### src/rtl/alu_pkg.sv
// +--------------------------------------------------------------------+
// | alu_pkg : constants and FSM state type shared by the ALU blocks     |
// | Rev 1.0                                                             |
// +--------------------------------------------------------------------+
`default_nettype none

package alu_pkg;

  // Frame length width; the framer's frame_len port uses the same width
  localparam int ALU_FRAME_LEN_W = 5;

  localparam int SCHED_GAP_DEFAULT     = 2;
  localparam int SCHED_TIMEOUT_DEFAULT = 64;

  typedef enum logic [2:0] {
    IDLE       = 3'd0,
    ISSUE      = 3'd1,
    WAIT_START = 3'd2,
    RUN        = 3'd3,
    GAP_WAIT   = 3'd4
  } sched_state_t;

endpackage

`default_nettype wire

### src/rtl/alu_rr_arb.sv
// +--------------------------------------------------------------------+
// | alu_rr_arb : combinational round-robin arbiter                      |
// | Rev 1.0                                                             |
// +--------------------------------------------------------------------+
`default_nettype none

module alu_rr_arb #(
  parameter int N     = 4,
  parameter int IDX_W = 2
) (
  input  logic [N-1:0]     req_i,
  input  logic [IDX_W-1:0] ptr_i,
  input  logic             en_i,
  output logic [N-1:0]     gnt_o,
  output logic [IDX_W-1:0] idx_o
);

  logic             found;
  logic [IDX_W-1:0] cand;

  // Scan from the pointer upward, wrapping at N; the first set request wins
  always_comb begin
    gnt_o = '0;
    idx_o = '0;
    found = 1'b0;
    cand  = '0;
    for (int i = 0; i < N; i++) begin
      cand = IDX_W'((int'(ptr_i) + i) % N);
      if (en_i && !found && req_i[cand]) begin
        found       = 1'b1;
        gnt_o[cand] = 1'b1;
        idx_o       = cand;
      end
    end
  end

endmodule

`default_nettype wire

### src/rtl/alu_frame_sched.sv
// +--------------------------------------------------------------------+
// | alu_frame_sched : round-robin frame request scheduler for framer    |
// | Rev 1.0                                                             |
// +--------------------------------------------------------------------+
`default_nettype none

module alu_frame_sched
  import alu_pkg::*;
#(
  parameter int NUM_REQ = 4,
  parameter int ID_W    = 2,
  parameter int LEN_W   = ALU_FRAME_LEN_W,
  parameter int GAP     = SCHED_GAP_DEFAULT,
  parameter int TIMEOUT = SCHED_TIMEOUT_DEFAULT
) (
  input  logic                     clk,
  input  logic                     rst,
  input  logic [NUM_REQ-1:0]       req_val,
  input  logic [NUM_REQ*LEN_W-1:0] req_len,
  output logic [NUM_REQ-1:0]       req_ack,
  output logic [LEN_W-1:0]         frame_len,
  output logic                     frame_len_val,
  input  logic                     frame,
  output logic                     done_val,
  output logic [ID_W-1:0]          done_id,
  output logic                     done_err,
  output logic                     busy,
  output logic                     stray_err
);

  localparam int TMO_W = (TIMEOUT > 1) ? $clog2(TIMEOUT) : 1;
  localparam int GAP_W = (GAP > 1) ? $clog2(GAP) : 1;

  sched_state_t         state_q, state_d;
  logic [ID_W-1:0]      id_q, id_d;
  logic [LEN_W-1:0]     len_q, len_d;
  logic [LEN_W-1:0]     beat_q, beat_d;
  logic [TMO_W-1:0]     tmo_q, tmo_d;
  logic [GAP_W-1:0]     gap_q, gap_d;
  logic [ID_W-1:0]      ptr_q, ptr_d;
  logic [NUM_REQ-1:0]   ack_q, ack_d;
  logic [LEN_W-1:0]     flen_q, flen_d;
  logic                 flv_q, flv_d;
  logic                 dval_q, dval_d;
  logic [ID_W-1:0]      did_q, did_d;
  logic                 derr_q, derr_d;
  logic                 busy_q, busy_d;
  logic                 stray_q, stray_d;

  logic [NUM_REQ-1:0]   arb_gnt;
  logic [ID_W-1:0]      arb_idx;
  logic [LEN_W-1:0]     lens [NUM_REQ];

  for (genvar g = 0; g < NUM_REQ; g++) begin : g_len
    assign lens[g] = req_len[g*LEN_W +: LEN_W];
  end

  alu_rr_arb #(
    .N     (NUM_REQ),
    .IDX_W (ID_W)
  ) u_arb (
    .req_i (req_val),
    .ptr_i (ptr_q),
    .en_i  (state_q == IDLE),
    .gnt_o (arb_gnt),
    .idx_o (arb_idx)
  );

  always_comb begin
    state_d = state_q;
    id_d    = id_q;
    len_d   = len_q;
    beat_d  = beat_q;
    tmo_d   = tmo_q;
    gap_d   = gap_q;
    ptr_d   = ptr_q;
    ack_d   = '0;
    flen_d  = flen_q;
    flv_d   = 1'b0;
    dval_d  = 1'b0;
    did_d   = did_q;
    derr_d  = 1'b0;
    stray_d = stray_q;

    case (state_q)
      IDLE: begin
        if (frame) stray_d = 1'b1;
        if (|arb_gnt) begin
          ack_d   = arb_gnt;
          id_d    = arb_idx;
          len_d   = lens[arb_idx];
          ptr_d   = (int'(arb_idx) == NUM_REQ - 1) ? '0 : arb_idx + 1'b1;
          state_d = ISSUE;
        end
      end
      ISSUE: begin
        if (frame) stray_d = 1'b1;
        beat_d = '0;
        tmo_d  = '0;
        if (len_q == '0) begin
          // Zero-length requests never reach the framer
          dval_d  = 1'b1;
          derr_d  = 1'b1;
          did_d   = id_q;
          gap_d   = '0;
          state_d = GAP_WAIT;
        end else begin
          flv_d   = 1'b1;
          flen_d  = len_q;
          state_d = WAIT_START;
        end
      end
      WAIT_START: begin
        if (frame) begin
          beat_d = LEN_W'(1);
          if (len_q == LEN_W'(1)) begin
            dval_d  = 1'b1;
            did_d   = id_q;
            gap_d   = '0;
            state_d = GAP_WAIT;
          end else begin
            state_d = RUN;
          end
        end else if (int'(tmo_q) >= TIMEOUT - 1) begin
          dval_d  = 1'b1;
          derr_d  = 1'b1;
          did_d   = id_q;
          gap_d   = '0;
          state_d = GAP_WAIT;
        end else if (tmo_q != {TMO_W{1'b1}}) begin
          tmo_d = tmo_q + 1'b1;
        end
      end
      RUN: begin
        // beat_q < len_q here, so the increment cannot wrap
        if (frame) begin
          beat_d = beat_q + 1'b1;
          if ((beat_q + 1'b1) == len_q) begin
            dval_d  = 1'b1;
            did_d   = id_q;
            gap_d   = '0;
            state_d = GAP_WAIT;
          end
        end
      end
      GAP_WAIT: begin
        if (frame) stray_d = 1'b1;
        if (int'(gap_q) >= GAP - 1) begin
          state_d = IDLE;
        end else begin
          gap_d = gap_q + 1'b1;
        end
      end
      default: state_d = IDLE;
    endcase

    busy_d = (state_d != IDLE);
  end

  always_ff @(posedge clk) begin
    if (rst) begin
      state_q <= IDLE;
      id_q    <= '0;
      len_q   <= '0;
      beat_q  <= '0;
      tmo_q   <= '0;
      gap_q   <= '0;
      ptr_q   <= '0;
      ack_q   <= '0;
      flen_q  <= '0;
      flv_q   <= 1'b0;
      dval_q  <= 1'b0;
      did_q   <= '0;
      derr_q  <= 1'b0;
      busy_q  <= 1'b0;
      stray_q <= 1'b0;
    end else begin
      state_q <= state_d;
      id_q    <= id_d;
      len_q   <= len_d;
      beat_q  <= beat_d;
      tmo_q   <= tmo_d;
      gap_q   <= gap_d;
      ptr_q   <= ptr_d;
      ack_q   <= ack_d;
      flen_q  <= flen_d;
      flv_q   <= flv_d;
      dval_q  <= dval_d;
      did_q   <= did_d;
      derr_q  <= derr_d;
      busy_q  <= busy_d;
      stray_q <= stray_d;
    end
  end

  assign req_ack       = ack_q;
  assign frame_len     = flen_q;
  assign frame_len_val = flv_q;
  assign done_val      = dval_q;
  assign done_id       = did_q;
  assign done_err      = derr_q;
  assign busy          = busy_q;
  assign stray_err     = stray_q;

endmodule

`default_nettype wire

### config.mk
export PLATFORM = sky130hd
export DESIGN_NAME = alu_frame_sched
export DESIGN_NICKNAME = d
export VERILOG_FILES = /design/src/rtl/alu_pkg.sv /design/src/rtl/alu_rr_arb.sv /design/src/rtl/alu_frame_sched.sv
export SDC_FILE = /design/constraint.sdc
export NUM_CORES = 1
export LEC_CHECK = 0
export BUFFER_PORTS_ARGS = -buffer_cell sky130_fd_sc_hd__buf_2
export CORE_MARGIN = 2
export CORE_UTILIZATION = 45
export DETAILED_ROUTE_END_ITERATION = 6
export PLACE_DENSITY = 0.66
export SYNTH_ARGS = -nofsm -noshare
export SYNTH_HDL_FRONTEND = slang
export SYNTH_SLANG_ARGS = --single-unit
### constraint.sdc
create_clock -name clk -period 4.1 [get_ports clk]
set_input_delay 0 -clock clk [delete_from_list [all_inputs] [get_ports clk]]
set_output_delay 0 -clock clk [all_outputs]
set_load 0.005 [all_outputs]
Yosys cells after proc, flatten, opt, wreduce, memory -nomap -nowiden
Index checks and enable logic that the tools add are counted.
Storage, ports and cells
  flip-flop bits (word level): 40
  input port bits: 27
  output and inout port bits: 16
  logic and storage cells: 162
Operators by class
  add/subtract/negate cells: 7
  $lt $le $gt $ge: 11
  equal/unequal tests: 18
  muxes and demuxes: 72
  bitwise logic cells: 8
  reduce and logical (&&, ||, !) cells: 31
Operators with widths (number)
  $mux W1: 26
  $mux W3: 8
  $mux W2: 11
  $mux W5: 4
  $mux W6: 3
  $mux W4: 4
  $ne A2 B2 Y1 const B: 8
  $pmux W3 S5: 1
  $pmux W5 S3: 1
  $lt A2 B3 Y1 const B: 4
  $or A4 B4 Y4: 3
  $pmux W6 S2: 1
  $logic_and A1 B1 Y1: 11
  $bmux W5 S2: 1
  $bmux W1 S2: 4
  $demux W1 S2: 4
  $ge A2 B1 Y1 const B: 4
  $reduce_and A7 Y1: 1
  $add A6 B1 Y6 const B: 1
  $eq A3 B2 Y1 const B: 2
  $ge A6 B6 Y1 const B: 1
  $ne A3 B3 Y1 const B: 2
  $ne A6 B6 Y1 const B: 1
  $pmux W2 S3: 1
  29 further kinds: 40

Depth between registers and ports, before layout
Gate-level depths: netlist of the first run.
  depth after elaboration: 20
  gate-level depth with buffers: 12
  depth with buffers taken out: 9

Modules after synthesis
A second synthesis of the first run with hierarchy kept.
Second synthesis, totals
  cell total of the unflattened synthesis: 270
  area, all modules: 2454.9 sq um
Modules (own cells, without submodules)
  alu_frame_sched: times used 1, cells an instance 207, area each 1923.1 sq um, seq. area each 800.8 sq um
  alu_rr_arb: times used 1, cells an instance 63, area each 531.8 sq um, seq. area each 0.0 sq um

Least setup slack after synthesis of the first run
OpenSTA, ideal clock, no wires.
  path kind: register to register
  start: register ptr_q[1]
  end: register len_q[4]
  setup time: 128 ps
  arrival time: 2688 ps
  data required time: 3972 ps
  setup slack: 1284 ps
  cell stages (with the launch flop): 12
  path buffers: 2
  clock period less this slack: 2816 ps
  cell sequence: dfxtp_1 inv_1 ha_1 buf_2 clkbuf_1 nand2_1 o22ai_1 a2bb2oi_1 a21oi_2 mux4_2 mux2i_1 nor2_1
On the way
  cells in the longest elaborated chain, start to end: 20
  elaborated cells between the ends (all ways): 61
  those cells by class: add/sub: 3; order compare: 8; mux: 30; bitwise: 4; reduce/logical: 16
Ends and longest elaborated chain
  start, declared: RTL line alu_frame_sched.sv:40  | logic [ID_W-1:0] ptr_q, ptr_d;
  start signal, assigned: RTL line alu_frame_sched.sv:184  | ptr_q <= ptr_d;
  branches (longest 20 deep; another with $lt A2 B3 Y1)
  end signal, assigned: RTL line alu_frame_sched.sv:180  | len_q <= len_d;
  end, declared: RTL line alu_frame_sched.sv:36  | logic [LEN_W-1:0] len_q, len_d;
Several ways; the timed one is not identified. The select of a mux whose other input is x is not followed.
A chain may end at the register's enable or synchronous reset.

==> Flow_metrics.wiki, run 1 <==
{| class="wikitable"
! Metric !! Value
|-
| Run status || completed
|-
| Register-to-register setup slack || 0.54 ns
|-
| Critical path capture point type || flip-flop
|-
| Number of post-CTS setup repair buffers || 0
|-
| Ant. Diodes || 0
|-
| Routed length per instance || 13.6 um
|-
| Post-layout power || 0.00186 W
|-
| Netlist area before placement || 2470 um^2
|-
| Worst Hold Path EP || stray_err$_SDFFE_PP0P_
|-
| Violation count after the first detailed-routing iteration || 158
|-
| Full die area || 6110 um^2
|-
| CP Data Arrival Time || 3.73 ns
|-
| Number of nets produced by synthesis || 331
|-
| Clock skew || 0.00909 ns
|-
| Post-route ant nets || 0
|-
| Synthesized instance count || 297
|-
| Period minus WS final || 3.56 ns
|-
| Number of cells traversed by the worst register-to-register path || 9
|-
| CTS Sinks || 40
|-
| Leakage power total || 1.18 nW
|-
| Port buffer count || 42
|-
| Final worst-path cycle share || 0.868
|-
| Most common flop cell mapped by yosys || dfxtp_1
|-
| CTS clk-pin slew, worst paths || 0.09 ns
|-
| Number of vias in the routed layout || 2,262
|-
| Die outline width || 78.2 um
|-
| Classification of the worst-slack hold path || in2reg
|-
| Starting utilization of the core area || 0.458
|-
| Ratio of cells with drive above 1 in the final layout || 0.200
|-
| Worst max-slew margin expressed relative to the limit || 0.560
|-
| Sequential-to-total area share from yosys stat || 0.324
|-
| Number of unique standard cell types used by synthesis || 51
|-
| Clock latency on the worst-skew pair || 0.30 ns
|-
| Path type of the worst setup path || reg2reg
|-
| Number of antenna violations at the first check in global routing || 0
|-
| Inserted Clock Buffers || 5
|-
| Required @ worst endpoint || 4.27 ns
|-
| Global-route wire length before repair || 9580 um
|-
| Vias in the first global route || 2,097
|-
| Flops & latches, synth || 40
|-
| Synth warn || 0
|-
| Number of enable-type register cells in the synthesized netlist || 0
|-
| Final WL || 5470 um
|-
| Number of top-level pins || 43
|-
| # rows || 27
|-
| Maximum clock frequency || 281 MHz
|-
| Maximum buffer depth of the clock tree || 2
|-
| Post-Syn Area per Cell || 8.33 um^2
|-
| Final weighted congestion in routability-driven placement || 0.833
|-
| H-tree depth || 2
|-
| Final hold viol count || 0
|-
| Top post-synthesis cells by area || dfxtp_1 (32%), nor2_1 (7.0%), mux4_2 (6.4%), mux2i_1 (6.1%), ha_1 (3.5%)
|-
| Accumulated negative setup slack || 0 ns
|-
| DPL Wire Length || 3870 um
|-
| Max Transition Viols Final || 0
|-
| DR DRC count || 0
|-
| Final net count || 363
|-
| Total setup violations reported at the end of the flow || 0
|-
| Via density per instance || 5.63
|-
| Worst vdd rail ir drop || 0.000361 V
|-
| Maximum number of pins on one net before global-route repair || 36
|-
| Hold-fix buffers, CTS || 0
|-
| Leading area contributor after synthesis || dfxtp_1
|-
| Capturing point of the worst reg2reg path || len_q[3]$_SDFFE_PP0N_
|-
| Detailed-routing iteration count for the pre-antenna-repair pass || 4
|-
| Transition time at the pin with the least slew margin || 0.658 ns
|-
| HP Start || frame
|-
| Core Footprint || 5410 um^2
|-
| Final non-filler cell total || 402
|-
| Total global routing overflow || 0
|-
| Clk root buf || clkbuf_8
|-
| Kind of launch point of the worst setup path || flip-flop
|-
| Max-cap violations || 0
|-
| Area share of the largest cell type after synthesis || 0.324
|-
| Area growth from synthesis to layout || 13.4%
|-
| Cell count after placement || 394
|-
| Overall Global Routing Usage || 0.190
|-
| PwrDens || 663 nW/um^2
|-
| Unrepaired setup endpoints after global routing || no
|-
| Max FO, Critical Path || 17
|-
| Post-cts resize count || 0
|-
| Min-Delay Path Depth || 3
|-
| Die H || 78.2 um
|-
| Share of synthesized flip-flops with an asynchronous set or reset || 0
|-
| TritonCTS clock tree || done
|}
[metal layers]
| metal | vias to the layer above | share of wire | wire length (um) | global-route usage |
|---|---|---|---|---|
| li1 | 1147 | - | - | - |
| met1 | 1056 | 0.48 | 2620 | 0.259 |
| met2 | 51 | 0.46 | 2530 | 0.305 |
| met3 | 8 | 0.043 | 236 | 0.0379 |
| met4 | 0 | 0.015 | 83 | 0.0614 |
| met5 | - | 0 | 0 | 0 |
[cell families (layout without fill, tap and decap cells)]
family | after synthesis | in the layout | share of synthesized area
adder cells (fa/ha/maj) | 7 | 7 | 0.0354
multiplexers | 23 | 23 | 0.130
AO/OA/AOI/OAI | 68 | 68 | 0.182
AND/OR/NAND/NOR | 121 | 121 | 0.241
flip-flops | 40 | 40 | 0.324
buffers and inverters | 27 | 60 | 0.0490
XOR/XNOR | 11 | 11 | 0.0389
[cells in the mapped netlist, drive strengths merged (8+ instances only)]
master,count
o21ai,13
a21oi,18
nor3,10
inv,10
dfxtp,40
clkbuf,10
mux2i,15
xor2,9
nand2,22
nor2b,9
nor2,46
nand3,8
[flip-flops by register name, indices dropped and copies added, names as in the netlist, named ones only]
name           count
tmo_q              6
beat_q             5
frame_len          5
len_q              5
req_ack            4
state_q            3
done_id            2
id_q               2
busy               1
done_err           1
done_val           1
frame_len_val      1
gap_q              1
ptr_q              1
stray_err          1
[layout make-up]
class                           count  area, um^2
Clock inverter                      3        46.3
Fill cell                         556        2600
Inverter                           10        37.5
Multi-Input combinational cell    230        1550
Clock buffer                        5        68.8
Timing Repair Buffer               42         210
Sequential cell                    40         801
Tap cell                           72        90.1
[metrics by stage]
| stage | cell area [um^2] | worst slack, ns | utilization | hold WS, ns |
|---|---|---|---|---|
| finish | 2810 | 0.541 | 0.519 | 0.0780 |
| global route | 2810 | 0.218 | 0.519 | 0.104 |
| CTS | 2810 | 0.546 | 0.519 | 0.0686 |
| detailed placement | 2690 | 0.556 | 0.498 | 0.379 |
| global placement | 2690 | 0.667 | 0.498 | 0.378 |
| floorplan | 2470 | 1.28 | - | 0.284 |
[how the worst max path moves through the flow]
stage	start	end	slack, ns	cells after the start
2_1_floorplan	ptr_q[1]$_SDFFE_PP0N_	len_q[4]$_SDFFE_PP0N_	1.28	11
3_3_place_gp	flip-flop	len_q[0]$_SDFFE_PP0N_	0.67	9
3_5_place_dp	flip-flop	len_q[3]$_SDFFE_PP0N_	0.56	9
4_1_cts	flip-flop	len_q[3]$_SDFFE_PP0N_	0.55	9
5_1_grt	flip-flop	len_q[4]$_SDFFE_PP0N_	0.22	9
6_report	flip-flop	len_q[3]$_SDFFE_PP0N_	0.54	9
[critical path: stages (launching register included)]
cell,delay (ns)
dfxtp_1,0.72
inv_2,0.21
ha_1,0.61
mux2i_1,0.36
or3_1,0.16
a32oi_1,0.11
a21oi_2,0.48
mux4_2,0.57
mux2i_1,0.14
nor2_1,0.06
[placed cells by master (no fill, tap or decap), drive strengths merged, types with 2 or more instances in the layout]
| cell | n |
|---|---|
| nor2 | 46 |
| buf | 42 |
| dfxtp | 40 |
| nand2 | 22 |
| a21oi | 18 |
| mux2i | 15 |
| o21ai | 13 |
| inv | 11 |
| nor3 | 10 |
| xor2 | 9 |
| nor2b | 9 |
| nand3 | 8 |
| mux4 | 7 |
| ha | 7 |
| a22oi | 6 |
| a31oi | 5 |
| clkbuf | 5 |
| nor3b | 4 |
| and3 | 4 |
| o22ai | 4 |
| a221oi | 4 |
| nor4 | 4 |
| o31ai | 3 |
| or3 | 3 |
| nand2b | 3 |
| a32oi | 3 |
| xnor2 | 2 |
| a21o | 2 |
| or2 | 2 |
| a211oi | 2 |
| nand4 | 2 |
[report_power, final]
group          leakage, nW  total, W  switching, W  internal (W)
clock               0.0548  0.000337      0.000153      0.000183
combinational        0.799  0.000964      0.000534      0.000429
sequential           0.326  0.000559     0.0000935      0.000465
Note: power is estimated with default switching activity, not from simulation.
==> inputs of run 2 (changes only) <==
--- a/config.mk
+++ b/config.mk
@@ -9,7 +9,7 @@
 export CORE_MARGIN = 2
 export CORE_UTILIZATION = 45
 export DETAILED_ROUTE_END_ITERATION = 6
-export PLACE_DENSITY = 0.66
+export PLACE_DENSITY = 0.75
 export SYNTH_ARGS = -nofsm -noshare
 export SYNTH_HDL_FRONTEND = slang
 export SYNTH_SLANG_ARGS = --single-unit
==> run 2 against run 1 <==
Effect of this change:
- non-clock buffer count unchanged
- clock power decreased by 17%
- global-route usage fell by 1.0 points
- routed wire length decreased by 1.6%
- sequential power is essentially flat
- critical path type unchanged
- largest power group unchanged
==> Flow_metrics.wiki, run 2 (synthesis results as in run 1) <==
{| class="wikitable"
! Metric !! Value
|-
| Run status || completed
|-
| Share of the core filled with cells in the final layout || 0.516
|-
| Worst max-slew margin expressed relative to the limit || 0.579
|-
| Hold Slack || 0.0816 ns
|-
| Hold-fix buffers, CTS || 0
|-
| TritonCTS clock tree || done
|-
| Number of vias in the routed layout || 2,240
|-
| Worst vdd rail ir drop || 0.000361 V
|-
| CTS clk-pin slew, worst paths || 0.08 ns
|-
| Delay of the slowest critical-path stage || 0.70 ns
|-
| Clock latency on the worst-skew pair || 0.30 ns
|-
| Port buffer count || 42
|-
| Vias in the first global route || 2,081
|-
| Classification of the worst-slack hold path || in2reg
|-
| Max reg flops || 6
|-
| Final hold viol count || 0
|-
| Critical path capture point type || flip-flop
|-
| Switching part of the total power || 0.426
|-
| H-tree depth || 2
|-
| Unrepaired setup endpoints after global routing || no
|-
| Register bank with the most flops || tmo_q
|-
| Total global routing overflow || 0
|-
| Chain of cells forming the critical path || inv_2 -> ha_1 -> mux2i_1 -> or3_1 -> a32oi_1 -> a21oi_2 -> mux4_2 -> mux2i_1 -> nor2_1
|-
| Via density per instance || 5.57
|-
| Max FO, Critical Path || 17
|-
| Clock skew || 0.0120 ns
|-
| Maximum number of pins on one net before global-route repair || 36
|-
| Most used cells in the layout excluding fill and tap cells || nor2_1 (46), buf_2 (42), dfxtp_1 (40)
|-
| Transition time at the pin with the least slew margin || 0.630 ns
|-
| Ant. Diodes || 0
|-
| Violation count after the first detailed-routing iteration || 140
|-
| Die H || 78.2 um
|-
| Total setup violations reported at the end of the flow || 0
|-
| Post-route ant nets || 0
|-
| # rows || 27
|-
| Starting utilization of the core area || 0.458
|-
| Inserted Clock Buffers || 5
|-
| Path type of the worst setup path || reg2reg
|-
| CTS Sinks || 40
|-
| Clock share of power || 0.156
|-
| Max Transition Viols Final || 0
|-
| Post-cts resize count || 0
|-
| CP Data Arrival Time || 3.71 ns
|-
| Global-route wire length before repair || 9070 um
|-
| Required @ worst endpoint || 4.26 ns
|-
| Detailed-routing iteration count for the pre-antenna-repair pass || 4
|-
| DR DRC count || 0
|-
| Die outline width || 78.2 um
|-
| Maximum buffer depth of the clock tree || 2
|-
| Maximum clock frequency || 282 MHz
|-
| Final worst-path cycle share || 0.866
|-
| Final net count || 363
|-
| Reported net switching power || 0.000768 W
|-
| Area growth from synthesis to layout || 12.6%
|-
| Max-cap violations || 0
|-
| DPL Wire Length || 3930 um
|-
| Most common cell after layout, fill and taps aside || nor2_1
|-
| Final weighted congestion in routability-driven placement || 0.891
|-
| Number of cells traversed by the worst register-to-register path || 9
|-
| CP most frequent cell || mux2i_1
|-
| Routed length per instance || 13.4 um
|-
| PwrDens || 646 nW/um^2
|-
| Period minus WS final || 3.55 ns
|-
| Number of antenna violations at the first check in global routing || 0
|-
| Number of top-level pins || 43
|-
| Min-Delay Path Depth || 3
|-
| Clk root buf || clkbuf_8
|-
| Ratio of cells with drive above 1 in the final layout || 0.200
|-
| Comb pwr share || 0.535
|-
| Overall Global Routing Usage || 0.180
|-
| Kind of launch point of the worst setup path || flip-flop
|-
| Accumulated negative setup slack || 0 ns
|-
| Crit path max-delay cell type || dfxtp_1
|-
| Sequential fraction of design power || 0.310
|-
| Full die area || 6110 um^2
|-
| Leakage power total || 1.18 nW
|-
| Core Footprint || 5410 um^2
|-
| Final WL || 5380 um
|-
| Number of post-CTS setup repair buffers || 0
|-
| Internal Dissipation || 0.00103 W
|}
[run 2: cell types whose count changed in the layout (fill, tap and decap cells not counted), sizes merged]
cell      before  now
clkbuf         5    6
clkinv         0    1
clkinvlp       1    0
bufinv         1    0
[run 2: stage by stage]
| stage | power [W] | setup WS [ns] | cells | instance area [um^2] |
|---|---|---|---|---|
| after floorplan | 0.00137 | 1.28 | 297 | 2470 |
| after global placement | 0.00150 | 0.697 | 394 | 2690 |
| after detailed placement | 0.00153 | 0.544 | 394 | 2690 |
| after CTS | 0.00180 | 0.511 | 402 | 2790 |
| after global routing | 0.00195 | 0.170 | 402 | 2790 |
| final | 0.00180 | 0.549 | 402 | 2790 |
[run 2: area by class of cell]
cell class	instances	area, um^2
Timing Repair Buffer	42	210
Clock inverter	2	13.8
Tap cell	72	90.1
Clock buffer	6	82.6
Inverter	10	37.5
Fill cell	527	2620
Multi-Input combinational cell	230	1550
Sequential cell	40	801
[run 2: metal layers]
layer  global-route usage  part of all wire  vias to the layer above
met5                    0                 0                        -
met4               0.0474            0.0078                        0
met3               0.0368             0.046                        4
met2                0.309              0.47                       51
met1                0.231              0.47                     1045
li1                     -                 -                     1140
[run 2: worst max-delay path, delay by kind of cell (launching register included)]
family	cells	cell delay [ns]
flops	1	0.70
buf+inv	1	0.20
simple gates	2	0.21
mux	3	1.07
compound gates	2	0.60
fa+ha+maj	1	0.65
[run 2: power by group through the flow]
stage          logic [W]  clock network [W]  registers [W]
2_1_floorplan   0.000845                  0       0.000526
6_report        0.000962           0.000281       0.000557
4_1_cts         0.000964           0.000284       0.000556
3_5_place_dp    0.000962                  0       0.000565
3_3_place_gp    0.000941                  0       0.000563
5_1_grt          0.00107           0.000307       0.000572
[run 2: path summary, 6_finish.rpt]
| kind | start | slack [ns] | endpoint |
|---|---|---|---|
| max | flip-flop | 0.55 | len_q[0]$_SDFFE_PP0N_ |
| min reg2reg | frame_len[2]$_SDFFE_PP0P_ | 0.46 | frame_len[2]$_SDFFE_PP0P_ |
| max reg2reg | flip-flop | 0.55 | len_q[0]$_SDFFE_PP0N_ |
| min | frame | 0.08 | stray_err$_SDFFE_PP0P_ |
==> inputs of run 3 (changes only) <==
--- a/config.mk
+++ b/config.mk
@@ -9,6 +9,7 @@
 export CORE_MARGIN = 2
 export CORE_UTILIZATION = 45
 export DETAILED_ROUTE_END_ITERATION = 6
+export GPL_TIMING_DRIVEN = 0
 export PLACE_DENSITY = 0.75
 export SYNTH_ARGS = -nofsm -noshare
 export SYNTH_HDL_FRONTEND = slang
==> run 3 against run 2 <==
Effect of this change:
- critical path type unchanged
- sequential share of layout area is 1.0 points lower
- clock skew down 0.0043 ns
- die area did not move
- largest power group unchanged
- highest routed layer unchanged
==> Flow_metrics.wiki, run 3 (synthesis results as in run 1) <==
{| class="wikitable"
! Metric !! Value
|-
| Run status || completed
|-
| Final net count || 379
|-
| Hold Slack || 0.140 ns
|-
| Core Footprint || 5410 um^2
|-
| Routed length per instance || 13.7 um
|-
| Path type of the worst setup path || reg2reg
|-
| Number of vias in the routed layout || 2,363
|-
| Overall Global Routing Usage || 0.188
|-
| Final WL || 5740 um
|-
| Full die area || 6110 um^2
|-
| Clock share of power || 0.174
|-
| Ratio of cells with drive above 1 in the final layout || 0.205
|-
| Chain of cells forming the critical path || inv_1 -> ha_1 -> buf_2 -> clkbuf_1 -> nand2_1 -> o22ai_1 -> a2bb2oi_1 -> a21oi_2 -> mux4_2 -> mux2i_1 -> nor2_1
|-
| Delay of the slowest critical-path stage || 0.59 ns
|-
| Die outline width || 78.2 um
|-
| TritonCTS clock tree || done
|-
| Worst vdd rail ir drop || 0.000297 V
|-
| Classification of the worst-slack hold path || in2reg
|-
| Most used cells in the layout excluding fill and tap cells || nor2_1 (46), buf_2 (45), dfxtp_1 (40)
|-
| Accumulated negative setup slack || 0 ns
|-
| Total setup violations reported at the end of the flow || 0
|-
| Unrepaired setup endpoints after global routing || no
|-
| Placed instance area || 2770 um^2
|-
| Final worst-path cycle share || 0.808
|-
| Kind of launch point of the worst setup path || flip-flop
|-
| Global-route wire length before repair || 9420 um
|-
| Critical path capture point type || flip-flop
|-
| Post-route ant nets || 0
|-
| Final non-filler cell total || 418
|-
| Post-cts resize count || 0
|-
| Transition time at the pin with the least slew margin || 0.606 ns
|-
| Internal Dissipation || 0.00113 W
|-
| Final weighted congestion in routability-driven placement || 0.887
|-
| Required @ worst endpoint || 4.27 ns
|-
| Period minus WS final || 3.31 ns
|-
| CP Data Arrival Time || 3.49 ns
|-
| Switching part of the total power || 0.412
|-
| Via density per instance || 5.65
|-
| Violation count after the first detailed-routing iteration || 119
|-
| Die H || 78.2 um
|-
| Sequential fraction of design power || 0.275
|-
| Cell area after layout || 2890 um^2
|-
| Cell count after placement || 410
|-
| Post-layout power || 0.00193 W
|-
| Inserted Clock Buffers || 5
|-
| DPL Wire Length || 4290 um
|-
| Maximum buffer depth of the clock tree || 2
|-
| Maximum clock frequency || 302 MHz
|-
| Area growth from synthesis to layout || 16.8%
|-
| Register bank with the most flops || tmo_q
|-
| Maximum number of pins on one net before global-route repair || 14
|-
| PwrDens || 666 nW/um^2
|-
| CTS clk-pin slew, worst paths || 0.07 ns
|-
| Total global routing overflow || 0
|-
| Reported net switching power || 0.000794 W
|-
| Max FO, Critical Path || 10
|-
| Comb pwr share || 0.551
|-
| Ant. Diodes || 0
|-
| Number of antenna violations at the first check in global routing || 0
|-
| Clock latency on the worst-skew pair || 0.30 ns
|-
| Max-cap violations || 0
|-
| Detailed-routing iteration count for the pre-antenna-repair pass || 4
|-
| Final hold viol count || 0
|-
| # rows || 27
|-
| DR DRC count || 0
|-
| Crit path max-delay cell type || mux4_2
|-
| Most common cell after layout, fill and taps aside || nor2_1
|-
| CTS Sinks || 40
|-
| Vias in the first global route || 2,132
|-
| Port buffer count || 41
|-
| Worst max-slew margin expressed relative to the limit || 0.584
|-
| Clk root buf || clkbuf_8
|-
| Number of post-CTS setup repair buffers || 0
|-
| Starting utilization of the core area || 0.458
|-
| Number of top-level pins || 43
|-
| Leakage power total || 1.22 nW
|-
| H-tree depth || 2
|-
| Hold-fix buffers, CTS || 0
|-
| Clock skew || 0.00770 ns
|-
| Max reg flops || 6
|-
| Max Transition Viols Final || 0
|}
[run 3: final timing paths]
check,start,end,slack (ns),cells past startpoint
worst min register to register,frame_len[2]$_SDFFE_PP0P_,frame_len[2]$_SDFFE_PP0P_,0.46,2
worst min-delay path,rst,gap_q$_SDFFE_PP0P_,0.14,2
worst max register to register,ptr_q[1]$_SDFFE_PP0N_,len_q[4]$_SDFFE_PP0N_,0.79,11
worst max-delay path,ptr_q[1]$_SDFFE_PP0N_,len_q[4]$_SDFFE_PP0N_,0.79,11
[run 3: per-layer routing]
metal / global-route usage / routed length, um / vias to the layer above / share of wire
met5: 0 / 0 / - / 0
met4: 0.0684 / 92 / 0 / 0.016
met3: 0.0379 / 295 / 13 / 0.051
met2: 0.317 / 2710 / 57 / 0.47
met1: 0.239 / 2650 / 1114 / 0.46
li1: - / - / 1179 / -
[run 3: per-stage QoR]
step	worst slack [ns]	util
3_3_place_gp	0.872	0.513
3_5_place_dp	0.771	0.513
4_1_cts	0.762	0.535
5_1_grt	0.452	0.535
2_1_floorplan	1.28	-
6_report	0.789	0.535
[run 3: cell type report]
class                      instances  area, um^2
sequential                        40         801
clock inverter                     2        38.8
fill                             533        2510
multi-input combinational        230        1550
timing repair buffer              41         205
clock buffer                       6        82.6
inverter                          10        37.5
buffer                            17        83.8
tap                               72        90.1
[run 3: power by group through the flow]
| stage | sequential (W) | clock, W | combinational (W) |
|---|---|---|---|
| CTS | 0.000529 | 0.000343 | 0.00106 |
| global route | 0.000540 | 0.000355 | 0.00117 |
| floorplan | 0.000526 | 0 | 0.000845 |
| detailed placement | 0.000538 | 0 | 0.00106 |
| finish | 0.000531 | 0.000336 | 0.00106 |
| global placement | 0.000536 | 0 | 0.00103 |
[run 3: critical path, delay by kind of cell, from the launching register on]
kind / cells / cell delay, ns
AO/OA/AOI/OAI: 3 / 0.73
AND/OR/NAND/NOR: 2 / 0.18
buffers and inverters: 3 / 0.71
multiplexers: 2 / 0.73
flip-flops: 1 / 0.52
adder cells (fa/ha/maj): 1 / 0.31
